## src/rtl/tuner_pkg.sv

```systemverilog
// Shared constants and FSM state type for the tuner magnitude datapath.
//   PTS_W        : width of bin count and bin address
//   DATA_W       : width of signed re/im samples
//   MAG_W        : magnitude width, always 2*DATA_W
//   DONE_TIMEOUT : default cycles to wait for the consumer's done flag
package tuner_pkg;

  localparam int unsigned PTS_W        = 11;
  localparam int unsigned DATA_W       = 16;
  localparam int unsigned MAG_W        = 2 * DATA_W;
  localparam int unsigned DONE_TIMEOUT = 4095;

  typedef enum logic [2:0] {
    StIdle,
    StFetch,
    StDrain,
    StWaitDone,
    StClose
  } state_e;

endpackage

```

## src/rtl/mag_sq_pipe.sv

```systemverilog
// re^2 + im^2 datapath with a valid bit travelling alongside the data.
// Stage 1 is the spectrum RAM's own output register, so only its valid bit lives here.
// Ports:
//   clk, reset : clock, asynchronous active-high reset
//   flush      : synchronous clear of all valids and the magnitude output
//   rd_issued  : a RAM read is being issued this cycle
//   re, im     : signed RAM read data (valid one cycle after rd_issued)
//   mag        : magnitude squared, zero whenever no valid bin is in stage 3
//   pre_valid  : a valid bin will be in stage 3 on the next cycle
//   empty      : nothing in flight in any stage
module mag_sq_pipe #(
  parameter int unsigned DATA_W = 16
) (
  input  logic                     clk,
  input  logic                     reset,
  input  logic                     flush,
  input  logic                     rd_issued,
  input  logic signed [DATA_W-1:0] re,
  input  logic signed [DATA_W-1:0] im,
  output logic [2*DATA_W-1:0]      mag,
  output logic                     pre_valid,
  output logic                     empty
);

  localparam int unsigned PW = 2 * DATA_W;

  logic          v1_q, v2_q, v3_q;
  logic [PW-1:0] sq_re_q, sq_im_q, mag_q;
  logic signed [PW-1:0] re_x, im_x;

  // Sign-extend before squaring so the product is computed at full width.
  assign re_x = {{DATA_W{re[DATA_W-1]}}, re};
  assign im_x = {{DATA_W{im[DATA_W-1]}}, im};

  always_ff @(posedge clk or posedge reset) begin
    if (reset) begin
      v1_q    <= 1'b0;
      v2_q    <= 1'b0;
      v3_q    <= 1'b0;
      sq_re_q <= '0;
      sq_im_q <= '0;
      mag_q   <= '0;
    end else if (flush) begin
      v1_q    <= 1'b0;
      v2_q    <= 1'b0;
      v3_q    <= 1'b0;
      sq_re_q <= '0;
      sq_im_q <= '0;
      mag_q   <= '0;
    end else begin
      v1_q <= rd_issued;
      v2_q <= v1_q;
      v3_q <= v2_q;
      if (v1_q) begin
        sq_re_q <= re_x * re_x;
        sq_im_q <= im_x * im_x;
      end
      // Empty slots read as zero so a trailing value never wins the peak search.
      mag_q <= v2_q ? (sq_re_q + sq_im_q) : '0;
    end
  end

  assign mag       = mag_q;
  assign pre_valid = v2_q;
  assign empty     = !(v1_q || v2_q || v3_q);

endmodule

```

## src/rtl/fft_mag_streamer.sv

```systemverilog
// Reads one frame of FFT bins from the spectrum RAM and streams re^2+im^2 to the
// peak search, qualified by a level mag_start held until the consumer reports done.
// Ports:
//   clk, reset     : clock, asynchronous active-high reset
//   go, pts        : frame request and bin count (sampled in idle only)
//   rd_en, rd_addr : spectrum RAM read port
//   rd_re, rd_im   : RAM read data, valid one cycle after rd_en
//   mag_start, mag : magnitude stream to the consumer
//   done_in        : consumer done flag
//   busy           : frame in progress
//   frame_done     : one-cycle pulse on frame close
//   err            : sticky protocol/timeout error, cleared by the next accepted go
module fft_mag_streamer #(
  parameter int unsigned PTS_W        = tuner_pkg::PTS_W,
  parameter int unsigned DATA_W       = tuner_pkg::DATA_W,
  parameter int unsigned MAG_W        = 2 * DATA_W,
  parameter int unsigned DONE_TIMEOUT = tuner_pkg::DONE_TIMEOUT
) (
  input  logic                     clk,
  input  logic                     reset,
  input  logic                     go,
  input  logic [PTS_W-1:0]         pts,
  output logic                     rd_en,
  output logic [PTS_W-1:0]         rd_addr,
  input  logic signed [DATA_W-1:0] rd_re,
  input  logic signed [DATA_W-1:0] rd_im,
  output logic                     mag_start,
  output logic [MAG_W-1:0]         mag,
  input  logic                     done_in,
  output logic                     busy,
  output logic                     frame_done,
  output logic                     err
);

  import tuner_pkg::*;

  localparam int unsigned CNT_W = $clog2(DONE_TIMEOUT + 1);
  localparam logic [PTS_W-1:0] PtsOne = PTS_W'(1);
  localparam logic [CNT_W-1:0] CntOne = CNT_W'(1);
  localparam logic [CNT_W-1:0] CntLast = CNT_W'(DONE_TIMEOUT - 1);

  state_e           state_q, state_d;
  logic [PTS_W-1:0] pts_q, pts_d;
  logic [PTS_W-1:0] addr_q, addr_d;
  logic [CNT_W-1:0] cnt_q, cnt_d;
  logic             rd_en_q, rd_en_d;
  logic             mag_start_q, mag_start_d;
  logic             err_q, err_d;
  logic             flush;
  logic             pre_valid, pipe_empty;

  always_ff @(posedge clk or posedge reset) begin
    if (reset) begin
      state_q     <= StIdle;
      pts_q       <= '0;
      addr_q      <= '0;
      cnt_q       <= '0;
      rd_en_q     <= 1'b0;
      mag_start_q <= 1'b0;
      err_q       <= 1'b0;
    end else begin
      state_q     <= state_d;
      pts_q       <= pts_d;
      addr_q      <= addr_d;
      cnt_q       <= cnt_d;
      rd_en_q     <= rd_en_d;
      mag_start_q <= mag_start_d;
      err_q       <= err_d;
    end
  end

  always_comb begin
    state_d     = state_q;
    pts_d       = pts_q;
    addr_d      = addr_q;
    cnt_d       = cnt_q;
    rd_en_d     = 1'b0;
    mag_start_d = mag_start_q;
    err_d       = err_q;
    flush       = 1'b0;

    unique case (state_q)
      StIdle: begin
        if (go) begin
          pts_d  = pts;
          err_d  = 1'b0;
          addr_d = '0;
          cnt_d  = '0;
          if (pts != '0) begin
            state_d = StFetch;
            rd_en_d = 1'b1;
          end else begin
            // Empty frame: present an all-zero stream straight away.
            state_d     = StWaitDone;
            mag_start_d = 1'b1;
          end
        end
      end
      StFetch: begin
        if (pre_valid) mag_start_d = 1'b1;
        if (done_in) begin
          err_d   = 1'b1;
          state_d = StClose;
        end else if (addr_q == pts_q - PtsOne) begin
          state_d = StDrain;
        end else begin
          addr_d  = addr_q + PtsOne;
          rd_en_d = 1'b1;
        end
      end
      StDrain: begin
        if (pre_valid) mag_start_d = 1'b1;
        if (done_in) begin
          err_d   = 1'b1;
          state_d = StClose;
        end else if (pipe_empty) begin
          state_d = StWaitDone;
          cnt_d   = '0;
        end
      end
      StWaitDone: begin
        if (done_in) begin
          state_d = StClose;
        end else if (cnt_q == CntLast) begin
          err_d   = 1'b1;
          state_d = StClose;
        end else begin
          cnt_d = cnt_q + CntOne;
        end
      end
      StClose: state_d = StIdle;
      default: state_d = StIdle;
    endcase

    // Entering close drops the qualifier and empties the pipe (matters on error exits).
    if (state_d == StClose) begin
      mag_start_d = 1'b0;
      flush       = 1'b1;
    end
  end

  mag_sq_pipe #(
    .DATA_W(DATA_W)
  ) u_pipe (
    .clk      (clk),
    .reset    (reset),
    .flush    (flush),
    .rd_issued(rd_en_q),
    .re       (rd_re),
    .im       (rd_im),
    .mag      (mag),
    .pre_valid(pre_valid),
    .empty    (pipe_empty)
  );

  assign rd_en      = rd_en_q;
  assign rd_addr    = addr_q;
  assign mag_start  = mag_start_q;
  assign busy       = (state_q != StIdle);
  assign frame_done = (state_q == StClose);
  assign err        = err_q;

endmodule

```

## config.mk

```make
export PLATFORM = sky130hd
export DESIGN_NAME = fft_mag_streamer
export DESIGN_NICKNAME = d
export VERILOG_FILES = /design/src/rtl/tuner_pkg.sv /design/src/rtl/mag_sq_pipe.sv /design/src/rtl/fft_mag_streamer.sv
export SDC_FILE = /design/constraint.sdc
export NUM_CORES = 2
export LEC_CHECK = 0
export ABC_AREA = 1
export CORE_UTILIZATION = 58
export DETAILED_ROUTE_END_ITERATION = 10
export HOLD_SLACK_MARGIN = 0.12
export PLACE_DENSITY = 0.76
export SYNTH_ARGS = -nofsm -noshare
export SYNTH_HDL_FRONTEND = slang
export SYNTH_SLANG_ARGS = --single-unit
```

## constraint.sdc

```tcl
create_clock -name clk -period 4.4 [get_ports clk]
set_input_delay 0.44 -clock clk [delete_from_list [all_inputs] [get_ports clk]]
set_output_delay 0.44 -clock clk [all_outputs]
set_load 0.05 [all_outputs]
```

# Yosys cells after proc, flatten, opt, wreduce, memory -nomap -nowiden
# Index checks and enable logic that the tools add are counted.
dict set report classes {
  addsub 4
  multipliers 2
  n_eq_ne 19
  n_mux 44
  n_reduce_logical 16
}
# cell count
set ops {}
lappend ops {{two-way mux 32 bit} 6}
lappend ops {{multiplier 16 x 16 -> 32 bit} 2}
lappend ops {{two-way mux 12 bit} 5}
lappend ops {{one-hot mux 12 bit (3 select lines)} 1}
lappend ops {{two-way mux 11 bit} 3}
lappend ops {{adder 32 bit} 1}
lappend ops {{one-hot mux 11 bit (2 select lines)} 1}
lappend ops {{two-way mux 3 bit} 7}
lappend ops {{two-way mux 1 bit} 16}
lappend ops {{!= test 2 bit, second input constant} 8}
lappend ops {{adder 12 x 1 -> 12 bit, second input constant} 1}
lappend ops {{== test 12 bit, second input constant} 1}
lappend ops {{one-hot mux 3 bit (4 select lines)} 1}
lappend ops {{nonzero test 3 bit} 4}
lappend ops {{adder 11 x 1 -> 11 bit, second input constant} 1}
lappend ops {{== test 11 bit} 1}
lappend ops {{nonzero test 11 bit} 1}
lappend ops {{subtractor 11 x 1 -> 11 bit, second input constant} 1}
lappend ops {{AND reduction 4 bit} 2}
lappend ops {{== test 3 x 2 -> 1 bit, second input constant} 2}
lappend ops {{== test 3 bit, second input constant} 2}
lappend ops {{!= test 3 bit, second input constant} 2}
lappend ops {{AND reduction 6 bit} 1}
lappend ops {{AND reduction 5 bit} 1}
lappend ops {{11 further kinds} 14}
dict set report totals {
  ff_bits 139
}

# Depth between registers and ports, before layout
dict set report logic_depth {
  word_depth 8
  mapped_depth 27
  mapped_depth_nobuf 26
}

# Hierarchy
# From an unflattened synthesis, not the netlist that was laid out.
dict set report unflattened {
  hier_cells 3618
  hier_area_um2 27448.8
}
# mod n_inst cells_each area_each_um2
set modules_own_cells {}
lappend modules_own_cells {mag_sq_pipe 1 3247 24756.2}
lappend modules_own_cells {fft_mag_streamer 1 371 2692.6}

# Worst setup path after synthesis
# OpenSTA, ideal clock, no wires.
dict set report synth_timing {
  path_type {input -> register}
  start {input rd_im[15]}
  end {register u_pipe.sq_im_q[23]}
  arrival_time_ps 5731
  slack_ps -1448
  cell_stages 20
  path_buffers 2
  cell_sequence {clkbuf_1 clkbuf_1 nand2_1 inv_1 fa_1 fa_1 fa_1 fa_1 fa_1 inv_1 fa_1 inv_1 ha_1 a21oi_1 o21ai_0 a21oi_1 nand3_1 or2_2 nand3_1 nand2_1}
}
dict set report synth_via {
  elab_chain_len 3
}
# item line_no
set synth_lines {}
lappend synth_lines {{start: declaration} fft_mag_streamer.sv:26} ;# input logic signed [DATA_W-1:0] rd_im,
lappend synth_lines {{multiplier 16 x 16 -> 32 bit} mag_sq_pipe.sv:56} ;# sq_im_q <= im_x * im_x;
lappend synth_lines {{two-way mux 32 bit} mag_sq_pipe.sv:54} ;# if (v1_q) begin
lappend synth_lines {{two-way mux 32 bit} mag_sq_pipe.sv:43} ;# end else if (flush) begin
lappend synth_lines {{end signal: assignment} mag_sq_pipe.sv:56}
lappend synth_lines {{end: declaration} mag_sq_pipe.sv:28} ;# logic [PW-1:0] sq_re_q, sq_im_q, mag_q;
# No other way between the ends. The select of a mux whose other input is x is not followed.
# A chain may end at the register's enable or synchronous reset.

# Final worst setup path
dict set report layout_timing {
  start {input rd_im[15]}
  end {register u_pipe.sq_im_q[29]}
}
# Same word-level chain as after synthesis.

==> flow_metrics.tcl <==
set metrics [dict create \
    rows 78 \
    layout-drive-gt1-share_pct 32.81 \
    finalHoldViolCount 0 \
    dieArea_sq_um 46890 \
    grt_pass1_vias 26656 \
    ys_seq_area_share_pct 12.84 \
    antenna_found_initial 0 \
    holdCritPathClass "flip-flop to flip-flop" \
    drtPass1Iterations 6 \
    crit_path_max_fanout 9 \
    skew_ns 0.01991 \
    fin_crit_ns 5.279 \
    vias 24833 \
    reg2reg_slack_ns 1.79 \
    grt_max_degree 98 \
    reg2regPathDepth 10 \
    track_usage_pct 35.64 \
    r2r_start "state_q[0]$_DFF_PP0_" \
    ios 95 \
    drcViolationCount 0 \
    clock_sinks 137 \
    end_kind "flip-flop" \
    dp_slack_ns -1.965 \
    grt_overflow 0 \
    routed_wl_mm 83.71 \
    min_to "u_pipe.sq_im_q[17]$_DFFE_PP0P_" \
    final_area_sq_um 36910 \
    clkTransAtPathRegs_ns 0.07 \
    finalSetupViolations 46 \
    yosysUniqueCellTypes 45 \
    area_growth_pct 38.28 \
    violations "setup timing" \
    clock.fmax_ghz 0.1894 \
    clockRootBuffer "clkbuf_16" \
    place_area_sq_um 32110 \
    cts_tree "built" \
    hold_path_depth 2 \
    min_from "u_pipe.sq_im_q[17]$_DFFE_PP0P_" \
    status "complete, but fails checks" \
    yosys_most_used_dff "dfrtp_1" \
    port-buffer-count 94 \
    critPathRequiredTime_ns 4.72 \
    synth_top_area_share_pct 35.10 \
    drt_iter0_markers 1778 \
    synth_area_per_cell_sq_um 7.872 \
    die_x_um 216.5 \
    coreArea_sq_um 45380 \
    synth-edff-count 0 \
    synthTopCellsByArea "fa_1, dfrtp_1, inv_1, nand2_1, ha_1" \
    synth.net_count 4120 \
    ant_nets 0 \
    die_h_um 216.5 \
    antenna_cells 0 \
    final_util_pct 81.34 \
    critPathLaunchType "input pin" \
    critPathKind "input pin to flip-flop" \
    async_reset_ff_share_pct 100.0 \
    synth_top_cell_by_area "fa_1" \
    syn_inst 3391 \
    cts_buffer_depth 2 \
    grt_pass1_wl_mm 132.8 \
    worst_slack_ns -0.8790 \
    vias_per_cell 5.407 \
    slew_violations 0 \
    maxSlewHeadroom_pct 29.11 \
    yosys_warnings 0 \
    wire_per_inst_um 18.23 \
    htree_levels 4 \
    numCtsBuffers 17 \
    layout.nets 4710 \
    routabilityCongestion 0.9511 \
    fin_crit_sh_pct 120.0 \
    syn-cell-area_sq_um 26690 \
    synth_seq_cells 137 \
    rsz0062_at_grt "yes" \
    r2r-end "u_pipe.mag[25]$_DFF_PP0_" \
    tightest_slew_ns 1.063 \
    yosys-top-cells-count "inv_1, nand2_1, fa_1" \
    initial_utilization_pct 58.82 \
    synth.most_common_cell "inv_1" \
    insertion_delay_ns 0.44 \
    maxCapViolations 0 \
    hpwlAfterDp_mm 59.95 \
    arrival_ns 5.60 \
]
-- registers in the layout, indices dropped and copies added, names as in the netlist --
| name | cells |
|---|---|
| mag_start | 1 |
| u_pipe.sq_im_q | 31 |
| rd_en | 1 |
| u_pipe.v3_q | 1 |
| pts_q | 11 |
| state_q | 3 |
| u_pipe.v1_q | 1 |
| err | 1 |
| u_pipe.sq_re_q | 31 |
| u_pipe.mag | 32 |
| u_pipe.pre_valid | 1 |
| cnt_q | 12 |
| rd_addr | 11 |
-- what timing repair did --
action	4_1_cts	5_1_grt
pin swaps	347	244
endpoints found under the setup margin	51	50
resized for setup	695	251
gates cloned	6	0
hold buffers	0	0
setup buffers	146	37
-- logic make-up (layout without fill, tap and decap cells) --
family	after synthesis	in the layout	synth area share, %
buf+inv	972	1574	14.11
compound gates	291	291	6.060
fa+ha+maj	682	682	45.13
simple gates	1221	1221	18.97
flops	137	137	12.84
xor+xnor	88	88	2.887
-- placed cells by master, fill, tap and decap left out, types with 12 or more instances in the layout --
cell type        count
o21ai_1             43
nor3_1              17
a21oi_2             30
nand2_1            569
inv_2              131
nand4_1             29
buf_4              417
dfrtp_1            137
clkdlybuf4s50_1     62
ha_1               162
nor2_1             157
xor2_1              42
a21oi_1             67
nor3_4              16
ha_4                49
nand2_4             67
buf_12              20
o21bai_1            15
nand3_2             29
o21ai_0             44
clkbuf_16           17
o31ai_1             12
nand2_2            103
nor2_2              23
fa_1               413
buf_6              125
a21oi_4             25
fa_2                55
inv_4               17
xnor2_1             31
nand3_1            108
inv_1              732
buf_8               14
or2_4               12
nor2_4              44
-- routing by layer --
| metal | GRT usage (%) | part of all wire, % |
|---|---|---|
| met4 | 13.45 | 4.6 |
| met5 | 0 | 0 |
| met1 | 45.48 | 39 |
| met3 | 4.084 | 5.7 |
| met2 | 62.24 | 50 |
-- how the worst max path moves through the flow --
stage,slack [ns],to,cells after the start,startpoint
2_1_floorplan,-0.91,u_pipe.sq_im_q[30]$_DFFE_PP0P_,20,rd_im[3]
3_3_place_gp,-1.90,u_pipe.sq_im_q[22]$_DFFE_PP0P_,26,rd_im[0]
3_5_place_dp,-1.97,u_pipe.sq_im_q[22]$_DFFE_PP0P_,26,rd_im[0]
4_1_cts,-0.80,u_pipe.sq_re_q[30]$_DFFE_PP0P_,26,rd_re[15]
5_1_grt,-1.01,u_pipe.sq_im_q[29]$_DFFE_PP0P_,27,rd_im[15]
6_report,-0.88,u_pipe.sq_im_q[29]$_DFFE_PP0P_,20,rd_im[15]
-- area by class of cell --
class                   instances  area [sq um]
well taps                     600         750.7
fillers                      2775          8468
clock buffers                  19         442.9
inverters                     885          3393
repair buffers                658          6016
clock inverters                12         190.2
flip-flops and latches        137          3428
multi-input cells            2282         22690
-- per-stage QoR --
step	setup TNS, ns	hold WS, ns	instances
finish	-28.13	0.4815	4593
global route	-35.44	0.5004	4593
CTS	-27.29	0.4863	4564
detailed placement	-77.06	0.4754	4385
global placement	-74.39	0.4672	4385
floorplan	-28.40	0.4459	3391
-- worst max-delay path, cell delays in order --
cell	delay, ns
buf_12	0.12
buf_16	0.15
nand2_2	0.06
inv_2	0.04
fa_2	0.64
fa_2	0.58
buf_4	0.20
fa_1	0.51
fa_1	0.57
fa_1	0.43
fa_1	0.49
ha_4	0.34
nand2_2	0.15
nor2_4	0.20
nand2_2	0.08
nand3b_1	0.27
nand3_1	0.12
nand2_1	0.07
nand3_2	0.06
nand2_1	0.06
Power is not shown: default switching activity piles up to over one toggle a cycle in this logic, so the estimate is an artifact.
